==> config.mk <==
export PLATFORM = sky130hd
export DESIGN_NAME = mul_div_engine_flat
export DESIGN_NICKNAME = d
export VERILOG_FILES = /design/src/rtl/mul_div_engine_if.sv /design/src/rtl/mul_div_engine.sv /design/src/flat_wrapper.sv
export SDC_FILE = /design/constraint.sdc
export NUM_CORES = 1
export LEC_CHECK = 0
export BUFFER_PORTS_ARGS = -buffer_cell sky130_fd_sc_hd__clkbuf_2
export CAP_MARGIN = 30
export CORE_MARGIN = 2
export CORE_UTILIZATION = 46
export CTS_CLUSTER_SIZE = 40
export DETAILED_ROUTE_END_ITERATION = 8
export GPL_ROUTABILITY_DRIVEN = 0
export GPL_TIMING_DRIVEN = 0
export SLEW_MARGIN = 5
export SYNTH_ARGS = -nofsm -noshare
export SYNTH_HDL_FRONTEND = slang
export SYNTH_SLANG_ARGS = --single-unit
==> constraint.sdc <==
create_clock -name clk_100M -period 10.92 [get_ports clk_100M]
set_input_delay 0.546 -clock clk_100M [delete_from_list [all_inputs] [get_ports clk_100M]]
set_output_delay 0.546 -clock clk_100M [all_outputs]
set_load 0.1 [all_outputs]
==> src/rtl/mul_div_engine_if.sv <==
// Handshake and operand bundle between the phase-clock controller and the RV32M mul/div unit.
// The master drives the request and operands; the slave returns the result and stall flag.
interface mul_div_engine_if #(
  parameter int XLEN = 32
);
  logic            start_req;
  logic [2:0]      funct3;
  logic [XLEN-1:0] op_a;
  logic [XLEN-1:0] op_b;
  logic [XLEN-1:0] result;
  logic            alu_complete;

  modport master (
    output start_req, funct3, op_a, op_b,
    input  result, alu_complete
  );

  modport slave (
    input  start_req, funct3, op_a, op_b,
    output result, alu_complete
  );
endinterface

==> src/rtl/mul_div_engine.sv <==
// Iterative RV32M multiply/divide unit: one shift-add or restoring-subtract step per clock.
// alu_complete stays low while busy so the phase-clock generator stalls the pipeline.
module mul_div_engine #(
  parameter int XLEN = 32
) (
  input logic             clk_100M,
  input logic             rst,
  mul_div_engine_if.slave bus
);

  localparam int CW = $clog2(XLEN);
  localparam logic [1:0] ST_IDLE = 2'd0;
  localparam logic [1:0] ST_CALC = 2'd1;
  localparam logic [1:0] ST_FIX  = 2'd2;

  logic [1:0]        r_state;
  logic [2:0]        r_op;
  logic [2*XLEN-1:0] r_acc;
  logic [XLEN-1:0]   r_operand;
  logic              r_negMain;
  logic              r_negRem;
  logic              r_special;
  logic [CW-1:0]     r_count;
  logic              r_startD;
  logic [XLEN-1:0]   r_result;
  logic              r_aluComplete;

  logic              w_startPulse;
  logic              w_isDiv;
  logic              w_aSigned;
  logic              w_bSigned;
  logic              w_aNeg;
  logic              w_bNeg;
  logic [XLEN-1:0]   w_aMag;
  logic [XLEN-1:0]   w_bMag;
  logic              w_divZero;
  logic              w_divOvf;
  logic              w_special;
  logic [XLEN-1:0]   w_preset;
  logic [XLEN:0]     w_mulSum;
  logic [2*XLEN-1:0] w_mulNext;
  logic [XLEN:0]     w_remShift;
  logic [XLEN:0]     w_remSub;
  logic              w_fits;
  logic [2*XLEN-1:0] w_divNext;
  logic [2*XLEN-1:0] w_prodFinal;
  logic [XLEN-1:0]   w_quot;
  logic [XLEN-1:0]   w_rem;
  logic [XLEN-1:0]   w_final;

  assign w_startPulse = bus.start_req & ~r_startD;
  assign w_isDiv      = bus.funct3[2];
  assign w_aSigned    = (bus.funct3 == 3'd1) || (bus.funct3 == 3'd2) ||
                        (bus.funct3 == 3'd4) || (bus.funct3 == 3'd6);
  assign w_bSigned    = (bus.funct3 == 3'd1) || (bus.funct3 == 3'd4) ||
                        (bus.funct3 == 3'd6);
  assign w_aNeg       = w_aSigned & bus.op_a[XLEN-1];
  assign w_bNeg       = w_bSigned & bus.op_b[XLEN-1];
  assign w_aMag       = w_aNeg ? -bus.op_a : bus.op_a;
  assign w_bMag       = w_bNeg ? -bus.op_b : bus.op_b;

  // The signed overflow case (most-negative / -1) only exists for DIV/REM, which are the signed divides.
  assign w_divZero = (bus.op_b == '0);
  assign w_divOvf  = w_aSigned & (bus.op_a == {1'b1, {(XLEN-1){1'b0}}}) & (bus.op_b == '1);
  assign w_special = w_isDiv & (w_divZero | w_divOvf);

  always_comb begin
    w_preset = '0;
    if (w_divZero) begin
      w_preset = bus.funct3[1] ? bus.op_a : '1;
    end else begin
      w_preset = bus.funct3[1] ? '0 : bus.op_a;
    end
  end

  // Multiply: high half accumulates, low half holds the multiplier and shifts out one bit per step.
  assign w_mulSum  = {1'b0, r_acc[2*XLEN-1:XLEN]} + {1'b0, (r_acc[0] ? r_operand : {XLEN{1'b0}})};
  assign w_mulNext = {w_mulSum, r_acc[XLEN-1:1]};

  // Divide: high half is the partial remainder; quotient bits enter at the bottom as the dividend leaves.
  assign w_remShift = r_acc[2*XLEN-1:XLEN-1];
  assign w_fits     = (w_remShift >= {1'b0, r_operand});
  assign w_remSub   = w_remShift - {1'b0, r_operand};
  assign w_divNext  = {(w_fits ? w_remSub[XLEN-1:0] : w_remShift[XLEN-1:0]),
                       r_acc[XLEN-2:0], w_fits};

  assign w_prodFinal = r_negMain ? -r_acc : r_acc;
  assign w_quot      = r_negMain ? -r_acc[XLEN-1:0] : r_acc[XLEN-1:0];
  assign w_rem       = r_negRem ? -r_acc[2*XLEN-1:XLEN] : r_acc[2*XLEN-1:XLEN];

  always_comb begin
    w_final = '0;
    if (r_special) begin
      w_final = r_acc[XLEN-1:0];
    end else begin
      case (r_op)
        3'd0:                 w_final = w_prodFinal[XLEN-1:0];
        3'd1, 3'd2, 3'd3:     w_final = w_prodFinal[2*XLEN-1:XLEN];
        3'd4, 3'd5:           w_final = w_quot;
        default:              w_final = w_rem;
      endcase
    end
  end

  // start_d resets high so a request already asserted when reset releases is not taken as a start.
  always_ff @(posedge clk_100M or posedge rst) begin
    if (rst) begin
      r_state       <= ST_IDLE;
      r_op          <= '0;
      r_acc         <= '0;
      r_operand     <= '0;
      r_negMain     <= 1'b0;
      r_negRem      <= 1'b0;
      r_special     <= 1'b0;
      r_count       <= '0;
      r_startD      <= 1'b1;
      r_result      <= '0;
      r_aluComplete <= 1'b1;
    end else begin
      r_startD <= bus.start_req;
      case (r_state)
        ST_IDLE: begin
          if (w_startPulse) begin
            r_op          <= bus.funct3;
            r_aluComplete <= 1'b0;
            r_negMain     <= w_aNeg ^ w_bNeg;
            r_negRem      <= w_aNeg;
            r_count       <= '0;
            if (w_special) begin
              r_special <= 1'b1;
              r_acc     <= {{XLEN{1'b0}}, w_preset};
              r_state   <= ST_FIX;
            end else begin
              r_special <= 1'b0;
              r_acc     <= {{XLEN{1'b0}}, (w_isDiv ? w_aMag : w_bMag)};
              r_operand <= w_isDiv ? w_bMag : w_aMag;
              r_state   <= ST_CALC;
            end
          end
        end
        ST_CALC: begin
          r_acc   <= r_op[2] ? w_divNext : w_mulNext;
          r_count <= r_count + 1'b1;
          if (r_count == CW'(XLEN-1)) begin
            r_state <= ST_FIX;
          end
        end
        ST_FIX: begin
          r_result      <= w_final;
          r_aluComplete <= 1'b1;
          r_state       <= ST_IDLE;
        end
        default: begin
          r_state <= ST_IDLE;
        end
      endcase
    end
  end

  assign bus.result       = r_result;
  assign bus.alu_complete = r_aluComplete;

endmodule
==> src/flat_wrapper.sv <==
// flat-port wrapper written by rule: the top's interface ports become plain ports
module mul_div_engine_flat 
#(
  parameter int XLEN = 32
)
  (clk_100M, rst, bus_start_req, bus_funct3, bus_op_a, bus_op_b, bus_result, bus_alu_complete);
  mul_div_engine_if #(.XLEN(XLEN)) bus_i ();
  input logic clk_100M;
  input logic rst;
  input wire logic [$bits(bus_i.start_req)-1:0] bus_start_req;
  input wire logic [$bits(bus_i.funct3)-1:0] bus_funct3;
  input wire logic [$bits(bus_i.op_a)-1:0] bus_op_a;
  input wire logic [$bits(bus_i.op_b)-1:0] bus_op_b;
  output wire logic [$bits(bus_i.result)-1:0] bus_result;
  output wire logic [$bits(bus_i.alu_complete)-1:0] bus_alu_complete;
  assign bus_i.start_req = bus_start_req;
  assign bus_i.funct3 = bus_funct3;
  assign bus_i.op_a = bus_op_a;
  assign bus_i.op_b = bus_op_b;
  assign bus_result = bus_i.result;
  assign bus_alu_complete = bus_i.alu_complete;
  mul_div_engine #(.XLEN(XLEN)) u_core (.clk_100M(clk_100M), .rst(rst), .bus(bus_i));
endmodule
# ---- Yosys cells after proc, flatten, opt, wreduce, memory -nomap -nowiden
# Cells that the tools add are included.
dict set report totals {
  mem_bits_ro 0
  mem_bits_rw 0
  memories 0
  output_inout_bits 33
  register_bits 143
  input_bits 70
  elab_cells 90
  latch_bits 0
}
dict set report classes {
  eq_ne 16
  order_cmp 1
  shift 0
  n_div 0
  reduce_logical 17
  add_sub_neg 8
  muxes 27
  bitwise 10
  n_mul 0
}
# cell n
set ops {}
lappend ops {{32-bit 2-to-1 mux} 13}
lappend ops {{64-bit 2-to-1 mux} 3}
lappend ops {{32-bit negation} 4}
lappend ops {{64-bit case mux with 2 select lines} 1}
lappend ops {{32-bit case mux with 3 select lines} 1}
lappend ops {{32-bit equality test (second input constant)} 2}
lappend ops {{64-bit negation} 1}
lappend ops {{32-bit by 32-bit adder with 33-bit output} 1}
lappend ops {{33-bit by 32-bit greater-or-equal comparator with 1-bit output} 1}
lappend ops {{32-bit zero test} 1}
lappend ops {{32-bit subtractor} 1}
lappend ops {{3-bit equality test (second input constant)} 4}
lappend ops {{5-bit case mux with 2 select lines} 1}
lappend ops {{3-bit by 2-bit equality test with 1-bit output (second input constant)} 3}
lappend ops {{2-bit AND reduction} 4}
lappend ops {{1-bit bitwise AND} 6}
lappend ops {{3-bit by 1-bit equality test with 1-bit output (second input constant)} 2}
lappend ops {{2-bit 2-to-1 mux} 3}
lappend ops {{5-bit by 1-bit adder with 5-bit output (second input constant)} 1}
lappend ops {{5-bit equality test (second input constant)} 1}
lappend ops {{1-bit logical OR} 5}
lappend ops {{5-bit 2-to-1 mux} 1}
lappend ops {{2-bit by 1-bit inequality test with 1-bit output (second input constant)} 2}
lappend ops {{2-bit case mux with 2 select lines} 1}
lappend ops {{13 further kinds} 16}

# ---- Logic depth before layout (Yosys ltp)
dict set report depth {
  word_depth 11
  depth_mapped 14
}

# ---- Worst setup path before layout
# Ideal clock, no wire load.
dict set report synth_timing {
  kind {reg-to-reg}
  start {reg u_core.r_acc[0]}
  end {reg u_core.r_acc[59]}
  slack_ps 7507
  setup_ps 136
  synth_period_minus_slack_ps 3413
  n_path_buf 1
  path_stages_with_launch 14
  t_arrival_ps 3277
  cell_sequence {dfrtp_1 -> inv_1 -> clkbuf_1 -> nor2_1 -> ha_1 -> o211ai_1 -> a21oi_1 -> o31a_1 -> a2111oi_0 -> o21ai_0 -> a211oi_1 -> xnor2_1 -> a221oi_1 -> o21ai_0}
}
dict set report synth_between {
  elab_chain_len 4
}
# item line_no
set synth_rtl {}
lappend synth_rtl {{start: declaration} mul_div_engine.sv:18} ;# logic [2*XLEN-1:0] r_acc;
lappend synth_rtl {{start signal: assignment} mul_div_engine.sv:131} ;# r_acc <= {{XLEN{1'b0}}, w_preset};
lappend synth_rtl {{start signal: assignment} mul_div_engine.sv:135} ;# r_acc <= {{XLEN{1'b0}}, (w_isDiv ? w_aMag : w_bMag)};
lappend synth_rtl {{start signal: assignment} mul_div_engine.sv:142} ;# r_acc <= r_op[2] ? w_divNext : w_mulNext;
lappend synth_rtl {{32-bit 2-to-1 mux} mul_div_engine.sv:77} ;# assign w_mulSum = {1'b0, r_acc[2*XLEN-1:XLEN]} + {1'b0, (r_acc[0] ? r_operand : {XLEN{1'b0}})};
lappend synth_rtl {{32-bit by 32-bit adder with 33-bit output} mul_div_engine.sv:77}
lappend synth_rtl {{64-bit 2-to-1 mux} mul_div_engine.sv:142}
lappend synth_rtl {{64-bit case mux with 2 select lines} mul_div_engine.sv:121} ;# case (r_state)
# Every way passes these cells.
# A chain may end at the register's enable or synchronous reset.

# ---- Final worst setup path
# Ends and elaborated chain as after synthesis.

==> impl_metrics.toml <==
[cts]
worstSkewPairLatency_ns = 0.45
cts_num_sinks = 143
cts_tree = "yes"
path_clk_slew_ns = 0.07
hold_buffers = 0
post-cts-setup-buffers = 0
cts_resized = 0
cts_made_buffers = 17
cts-root-buf = "clkbuf_16"
clockBufferDepth = 2
htree_levels = 4

[run]
drv_cap = 0

[sta]
min_period_ns = 4.53
slew_violations = 0
setup_tns_ns = 0
holdWs_ns = 0.0515
worstMarginPinSlew_ns = 1.11
fin_crit_sh_pct = 41.5
grt_setup_unrepaired = "false"
setup_ws_ns = 6.39
report.final.setup_viol = 0
hold_viol = 0
fmax_mhz = 221
relSlewSlack_pct = 26.0
skew_ns = 0.0168

[setup_path]
rr_worst_depth = 14
crit_buf_inv = 3
cp.depth = 14
path_class = "reg -> reg"
cp.required_ns = 11.23
crit_path_max_incr_delay_ns = 0.54
crit_path_top_delay_cell = "dfrtp_1"
cpMostUsedCell = "o21ai_0"
cp-end-kind = "register"
critPathArrivalTime_ns = 4.84
path_max_fanout = 10
startpoint_type = "register"
crit_family = "compound AO/OA/AOI/OAI gates"
crit_chain = "inv_1, clkbuf_1, nor2_1, ha_1, o211ai_1, a21oi_1, o31a_1, a2111oi_1, buf_2, o21ai_0, a211oi_1, xnor2_1, a221oi_1, o21ai_0"

[routing]
viasPerCell = 6.56
remaining_drc_errors = 0
ant_nets = 0
wirelength_um = 63500
drt_iter0_drc = 2171
routedWlPerCell_um = 24.3
vias = 17124
first_pass_iters = 6

[global_route]
grt_max_degree = 115
grt_overflow = 0
grt_pass1_vias = 15942
grt_antenna_before_repair = 0
grt_usage_pct = 37.0
grt_pass1_wl_um = 95700

[logic_synthesis]
synth_common_cells = "o21ai_0 (224), nand2_1 (203), a21oi_1 (186)"
synth-edff-count = 0
ys.flop_type = "dfrtp_1"
syn-num-nets = 2177
async_reset_ff_share_pct = 100
synth_cells = 2034
ys_ff_latch = 143
synth.distinct_cells = 81
synth_top_area_cell = "dfrtp_1"
synth_top_area_share_pct = 23.4
post-synth-top-count-cell = "o21ai_0"
netlist_area_mm2 = 0.0151
yosysWarnings = 0
synth_area_leaders = "dfrtp_1 (23%), o21ai_0 (7.4%), a21oi_1 (6.2%)"
synth.avg_cell_area_um2 = 7.41
ys_seq_area_share_pct = 23.7

[final_layout]
fillers = 3307
antenna_cells = 0
seq_area_mm2 = 0.00358
fin_util_pct = 51.8
fin_cells = 2612
fin_nets = 2300
drive_gt1_share_pct = 8.71
synthToLayoutAreaGrowth_pct = 11.3
multi_input_area_mm2 = 0.0107

[placed_design]
dp.cells = 2580
dpl.hpwl_um = 49900
dp_slack_ns = 6.54
io_buffers = 101

[floorplan]
initial_core_util_pct = 46.6
core_mm2 = 0.0324
ios = 103
fp.dieArea_mm2 = 0.0342
fp-row-count = 66
die_h_um = 185
die_w_um = 185

[run_status]
status = "finished, final reports clean"

[hold_path]
hp-class = "in -> async"

[pwr]
ir_drop_uv = 174
pwr_density_cell_mw_per_mm2 = 365
leakagePower_nw = 7.08
[through the flow]
stage,power (mW),cell area (µm²)
finish,6.12,16800
CTS,5.98,16800
global route,6.50,16800
detailed placement,5.35,16200
global placement,5.30,16100
floorplan,4.12,15100
[state kept, by name (all words and copies together), names as in the netlist]
name and cells:
u_core.r_acc 64, u_core.bus.result 32, u_core.r_operand 32, u_core.r_count 5, u_core.r_op 3, u_core.r_state 2, u_core.bus.alu_complete 1, u_core.r_negMain 1
u_core.r_negRem 1, u_core.r_special 1, u_core.r_startD 1
[worst register-to-register path: stages, from the launching register on]
cell	delay (ns)
dfrtp_1	0.54
inv_1	0.23
clkbuf_1	0.43
nor2_1	0.11
ha_1	0.35
o211ai_1	0.17
a21oi_1	0.09
o31a_1	0.32
a2111oi_1	0.52
buf_2	0.28
o21ai_0	0.23
a211oi_1	0.54
xnor2_1	0.14
a221oi_1	0.30
o21ai_0	0.16
[cell type report]
type / instances / area share, %
tap: 442 / 3.30
clock buffer: 17 / 2.54
clock inverter: 15 / 0.992
sequential: 143 / 21.3
timing repair buffer: 104 / 3.24
inverter: 68 / 1.57
multi-input combinational: 1674 / 63.5
buffer: 149 / 3.51
[layout by cell type, fill, tap and decap left out, types with 22 or more instances in the layout]
master	synthesis	layout
a211oi_1	24	24
a21o_1	41	41
a21oi_1	186	186
a31oi_1	23	23
and3_1	23	23
clkbuf_1	126	126
clkbuf_2	1	102
dfrtp_1	141	141
ha_1	71	71
inv_1	67	66
mux2i_1	61	61
nand2_1	203	203
nand2b_1	22	22
nand3_1	38	38
nand4_1	25	25
nor2_1	167	167
nor3_1	62	62
o21ai_0	224	224
o31ai_1	33	33
or3_1	22	22
xnor2_1	93	93
xor2_1	75	75
[power breakdown]
part           internal (mW)  switching [mW]
sequential             0.760           0.331
clock                  0.325           0.283
combinational           1.62            2.80
[routing by layer]
metal	GRT usage (%)	vias up	share of wire [%]
li1	-	7722	-
met1	49.3	8031	41
met2	57.2	1139	43
met3	6.70	232	10
met4	19.3	0	5.7
met5	0	-	0
[worst paths after layout]
check / from / end / slack [ns]
max reg2reg: u_core.r_acc[0] / u_core.r_acc[59] / 6.39
min reg2reg: u_core.bus.alu_complete / u_core.bus.alu_complete / 0.46
max: u_core.r_acc[0] / u_core.r_acc[59] / 6.39
max in group asynchronous: rst / u_core.r_operand[9] / 9.98
min: rst / u_core.bus.result[7] / 0.05
min in group clk_100M: bus_start_req / u_core.r_startD / 0.20
[logic make-up after synthesis]
group                    share of synthesized area, %
AO/OA/AOI/OAI                                    29.7
AND/OR/NAND/NOR                                  20.6
buffers and inverters                            5.60
XOR/XNOR                                         9.76
flip-flops                                       23.7
adder cells (fa/ha/maj)                          6.16
multiplexers                                     4.42
Power figures use the tool's default switching activity.
